File: src/rtl/reg_file_pkg.sv
// Shared constants and types for the register-file storage stage.
package reg_file_pkg;
    localparam int          NUM_REGS = 32;
    localparam int          ADDR_W   = 5;
    localparam int          ZERO_IDX = 0;
    localparam int          CNT_W    = 16;
    localparam logic [15:0] CNT_MAX  = 16'hFFFF;

    typedef logic [ADDR_W-1:0] addr_t;
endpackage

File: src/rtl/decoder_5to32.sv
// One-hot write-select decoder: sel_o[k] is set only when en_i is high and addr_i == k.
module decoder_5to32
    import reg_file_pkg::*;
(
    input  logic                en_i,
    input  addr_t               addr_i,
    output logic [NUM_REGS-1:0] sel_o
);

    always_comb begin
        sel_o = '0;
        if (en_i) begin
            sel_o[addr_i] = 1'b1;
        end
    end

endmodule

File: src/rtl/reg_bank_32.sv
// 32-entry register storage with one synchronous write port, sticky valid bits,
// write-ack pulse and saturating write counter. Optional macro: ZERO_REG_EN (hardwired zero register).
module reg_bank_32
    import reg_file_pkg::*;
#(
    parameter int WIDTH    = 32,
    parameter int NUM_REGS = 32
) (
    input  logic                      clk,
    input  logic                      reset,
    input  logic                      Wr_En,
    input  addr_t                     Wr_Addr,
    input  logic [WIDTH-1:0]          Wr_Data,
    output logic [NUM_REGS*WIDTH-1:0] Reg_Flat,
    output logic [NUM_REGS-1:0]       Valid,
    output logic                      Wr_Ack,
    output logic [CNT_W-1:0]          Wr_Count
);

`ifdef ZERO_REG_EN
    localparam bit ZERO_EN = 1'b1;
`else
    localparam bit ZERO_EN = 1'b0;
`endif

    logic [NUM_REGS-1:0] sel;
    logic                ack_q, ack_d;
    logic [CNT_W-1:0]    cnt_q, cnt_d;

    decoder_5to32 u_dec (
        .en_i   (Wr_En),
        .addr_i (Wr_Addr),
        .sel_o  (sel)
    );

    for (genvar k = 0; k < NUM_REGS; k++) begin : g_reg
        if (ZERO_EN && (k == ZERO_IDX)) begin : g_zero
            // Hardwired entry: writes are still acknowledged and counted, just not stored.
            assign Reg_Flat[k*WIDTH +: WIDTH] = '0;
            assign Valid[k]                   = 1'b1;
        end else begin : g_store
            logic [WIDTH-1:0] data_q, data_d;
            logic             vld_q, vld_d;

            always_comb begin
                data_d = data_q;
                vld_d  = vld_q;
                if (sel[k]) begin
                    data_d = Wr_Data;
                    vld_d  = 1'b1;
                end
            end

            always_ff @(posedge clk) begin
                if (reset) begin
                    data_q <= '0;
                    vld_q  <= 1'b0;
                end else begin
                    data_q <= data_d;
                    vld_q  <= vld_d;
                end
            end

            assign Reg_Flat[k*WIDTH +: WIDTH] = data_q;
            assign Valid[k]                   = vld_q;
        end
    end

    always_comb begin
        ack_d = Wr_En;
        cnt_d = cnt_q;
        if (Wr_En && (cnt_q != CNT_MAX)) begin
            cnt_d = cnt_q + 1'b1;
        end
    end

    always_ff @(posedge clk) begin
        if (reset) begin
            ack_q <= 1'b0;
            cnt_q <= '0;
        end else begin
            ack_q <= ack_d;
            cnt_q <= cnt_d;
        end
    end

    assign Wr_Ack   = ack_q;
    assign Wr_Count = cnt_q;

endmodule

File: config.mk
export PLATFORM = sky130hd
export DESIGN_NAME = reg_bank_32
export DESIGN_NICKNAME = d
export VERILOG_FILES = /design/src/rtl/reg_file_pkg.sv /design/src/rtl/decoder_5to32.sv /design/src/rtl/reg_bank_32.sv
export SDC_FILE = /design/constraint.sdc
export NUM_CORES = 2
export LEC_CHECK = 0
export ABC_AREA = 1
export CAP_MARGIN = 25
export CELL_PAD_IN_SITES_DETAIL_PLACEMENT = 0
export CELL_PAD_IN_SITES_GLOBAL_PLACEMENT = 2
export CORE_AREA = 2 2 440 442
export DETAILED_ROUTE_END_ITERATION = 10
export DIE_AREA = 0 0 442 444
export PLACE_DENSITY = 0.62
export RECOVER_POWER = 25
export SYNTH_ARGS = -nofsm -noshare
export SYNTH_HDL_FRONTEND = slang
export SYNTH_SLANG_ARGS = --single-unit
File: constraint.sdc
create_clock -name clk -period 3.4 [get_ports clk]
set_clock_uncertainty 0.2 [all_clocks]
set_input_delay 0.51 -clock clk [delete_from_list [all_inputs] [get_ports clk]]
set_output_delay 0.51 -clock clk [all_outputs]
set_load 0.01 [all_outputs]
# Yosys cells after proc, flatten, opt, wreduce, memory -nomap -nowiden
# Index checks and enable logic that the tools add are counted.
# totals
ff_bits	1073
input_bits	40
out_inout_bits	1073
wordCells	75
# classes
n_addsub	1
magnitude_cmp	2
eq_ne	1
mux	3
n_reduce_logical	2
# op_table
op	n
2-to-1 mux 32 bit	1
adder 16 x 1 -> 16 bit, second input constant	1
inequality test 16 bit, second input constant	1
< comparator 5 x 6 -> 1 bit, second input constant	1
demux 1 bit (select 5 bit)	1
>= comparator 5 x 1 -> 1 bit, second input constant	1
logical AND 1 bit	2
2-to-1 mux 1 bit	1

# Longest topological paths before layout
# logic_depth
depth_word	5
mapped_depth	9
depth_no_buf	9

# Hierarchy
# Synthesis repeated with hierarchy kept, for this count alone.
# hier_totals
hier_cells	4867
hier_area_um2	37392.1
# by_module_without_submodules
module	n_inst	cells_each	area_each_um2	seq_area_each_um2
reg_bank_32	1	4817	37191.9	21480.6
decoder_5to32	1	50	200.2	0.0

# Worst setup path after synthesis
# OpenSTA, ideal clock, no wires.
# synth_path
kind	input-to-reg
start	input Wr_En
end	register g_reg[12].g_store.data_q[10]
setup_ns	0.116
arrival_time_ns	1.584
required_time_ns	3.084
setup_slack_ns	1.500
stages	9
n_path_buf	2
cell_sequence	buf_4 inv_2 nor3_2 inv_2 nor2_1 inv_1 buf_2 nor2_1 nor2_1
# synth_via
elab_chain_len	1
# synth_rtl
element	line_no	rtl
start: declaration	reg_bank_32.sv:11	input logic Wr_En,
2-to-1 mux 32 bit	decoder_5to32.sv:12	if (en_i) begin
end signal: assignment	reg_bank_32.sv:59	data_q <= data_d;
end: declaration	reg_bank_32.sv:42	logic [WIDTH-1:0] data_q, data_d;
# Every way passes these cells.
# A chain may end at the register's enable or synchronous reset.

# Worst setup path in the final report
# layout_path
start	input Wr_En
end	register g_reg[2].g_store.data_q[31]
# layout_via
elab_chain_len	1
# layout_rtl
element	line_no
2-to-1 mux 32 bit	decoder_5to32.sv:12
end signal: assignment	reg_bank_32.sv:59
end: declaration	reg_bank_32.sv:42
# Every way passes these cells.

==> results.md <==
* Maximum clock insertion buffer count at 3
* First-pass GRT wire length at 305,000 um
* Min Tclk post-route at 2.80 ns
* Mapped Area at 0.0373 mm^2
* Hold EP: g_reg[3].g_store.data_q[13]
* First-pass DRT Iterations at 5
* Commonest non-fill, non-tap cell in the layout: nor2_1
* Crit start category: input port
* Row cnt at 161
* Crit Reg-Reg Endpoint: Wr_Count[11]
* Worst-margin pin slew at 1.63 ns
* Req. time, crit path at 3.92 ns
* Critical path class: in2reg
* Routed vias/inst at 4.31
* Port Buf Inserts at 1,112
* Fmax achieved at 358 MHz
* Syn Nets at 4,918
* Max FO, Critical Path at 26
* Area growth, synth to finish at 50.2%
* Yosys reg bits at 1,073
* Inserted Clock Buffers at 138
* PD cells at 525 mW/mm^2
* Hold path start: Wr_Data[13]
* Number of setup violations in the final report at 0
* Die Y at 444 um
* Final instance area at 0.0561 mm^2
* CP startpoint: Wr_En
* Post-route ant nets at 0
* Global Route Usage Sum at 0.222
* MaxCap Viol Count at 1
* Remaining Overflow, GRT at 0
* Hold depth at 3
* H-Tree Depth at 4
* WL per Instance at 26.7 um
* # nets final at 5,902
* Via count of the first global-routing pass at 34,800
* Final-report hold violation count at 0
* TritonCTS clock tree: built
* Vias after detailed routing at 36,700
* CTS root buffer: clkbuf_16
* Synth unique cells at 20
* Ys Warns at 0
* CTS sink cnt at 1,073
* Syn Area/Cell at 7.66 um^2
* Drt total wl at 227,000 um
* Max Transition Viols Final at 35
* IO Pins at 1,113
* FF-to-FF setup slack at 1.20 ns
* Leakage power at 23.1 nW
* Residual DRC at 0
* Worst vdd rail ir drop at 444 uV
* Slew HR at -0.0895
* Synthesized instance count at 4,877
* Setup TNS at 0 ns
* Worst-Skew Late Latency at 0.79 ns
* Final worst path period share at 0.822
* Status: finished, violations left
* DP Area at 0.0517 mm^2
* Arrival @ worst endpoint at 3.31 ns
* Hold WC Path Type: in2reg
* Fill count at 20,400
* Crit. End Element: flip-flop
* Post-CTS resize count at 0
* Violated checks: max-capacitance violations, max-slew violations
* Cell count of the worst reg-to-reg path at 6
* Post-synthesis sequential area ratio at 0.575
* Layout cells sized above 1 at 0.0714
* Core Box Area at 0.192 mm^2
* Overall die width at 442 um
* R2R Path Start: Wr_Count[0]
* GPL Wtd Cong at 0.795
* Worst-path clk slew at 0.06 ns
* Hpwl dp at 152,000 um
* Pin count of the biggest net entering global routing at 96
* Initial antenna violation count at 25
* Initial Util at 0.195
* Die area at 0.196 mm^2
* Commonest non-fill, non-tap cells in the layout: nor2_1 (2,180), clkdlybuf4s50_1 (1,078), dfxtp_1 (1,073)
* 1st-iter DRT viols at 2,718
* RSZ-0062 raised after global routing: no
critical path, stage by stage:
cell and delay [ns]:
dlygate4sd3_1 0.66, nand3_1 0.49, nor2_1 0.97, buf_4 0.43, o21ai_0 0.12, nor2_1 0.10
synthesized netlist by cell type:
cell / count / area, um^2
nor3_2: 4 / 40.0
nand3_1: 21 / 105
nand2_1: 47 / 176
buf_1: 76 / 285
buf_4: 33 / 248
nor2_2: 13 / 81.3
inv_1: 53 / 199
o21ai_1: 56 / 280
clkbuf_1: 293 / 1100
nand3_2: 3 / 30.0
dfxtp_1: 1073 / 21500
a21oi_1: 10 / 50.1
clkbuf_2: 4 / 20.0
inv_2: 6 / 22.5
nand4_1: 1 / 6.26
nor3_1: 1 / 5.00
nor2_1: 2179 / 8180
buf_2: 35 / 175
o21ai_0: 968 / 4840
ha_1: 1 / 12.5
sequential cells by signal (all words and copies together), names as in the netlist:
register / cells
g.g_store.data_q: 1024
Wr_Ack: 1
g.g_store.vld_q: 32
Wr_Count: 16
cell families after synthesis:
group	share of synthesized area
and+or+nand+nor	0.231
buffers and inverters	0.0549
AOI/OAI and AO/OA	0.139
DFF	0.575
adders and majority gates	0.000335
cell type report:
class	count	area [um^2]	area share
Antenna cell	10	25.0	0.000446
Clock buffer	209	4190	0.0746
Clock inverter	35	388	0.00691
Inverter	59	229	0.00408
Multi-Input combinational cell	3304	13800	0.247
Sequential cell	1073	21500	0.383
Tap cell	2526	3160	0.0563
Timing Repair Buffer	1285	12800	0.228
power breakdown:
group	switching, mW	internal, mW	total [mW]	leakage, nW
Sequential	0.0872	12.7	12.8	8.66
Clock	6.11	8.76	14.9	2.25
Combinational	1.23	0.514	1.74	12.2
metal layers:
layer	share of wire	GRT usage	vias up
met3	0.069	0.0647	320
li1	-	-	17400
met2	0.47	0.368	1278
met4	0.052	0.107	2
met5	0.000031	0	-
met1	0.41	0.262	17600
worst max-delay path by stage:
| stage | slack [ns] | endpoint |
|---|---|---|
| after detailed placement | 0.18 | g_reg[25].g_store.data_q[29] |
| after CTS | 0.68 | Reg_Flat[595] |
| after global placement | 0.21 | g_reg[13].g_store.data_q[24] |
| after floorplan | 1.50 | g_reg[12].g_store.data_q[10] |
| after global routing | 0.38 | g_reg[8].g_store.data_q[30] |
| final | 0.60 | g_reg[2].g_store.data_q[31] |
metrics by stage:
step                utilization  cells  power [mW]  worst slack, ns  hold slack [ns]
global placement          0.270   8242        14.9            0.213            0.250
detailed placement        0.270   8242        14.9            0.182            0.261
finish                    0.293   8501        29.4            0.604           0.0606
global route              0.293   8493        30.4            0.381           0.0492
floorplan                     -   4877        13.7             1.50            0.242
CTS                       0.294   8491        29.9            0.683           0.0141
what timing repair did:
| action | in CTS | in global routing |
|---|---|---|
| hold buffers | 5 | 0 |
| setup buffers | 0 | 0 |
| endpoints found under the hold margin | 34 | 0 |
Power figures use the tool's default switching activity.
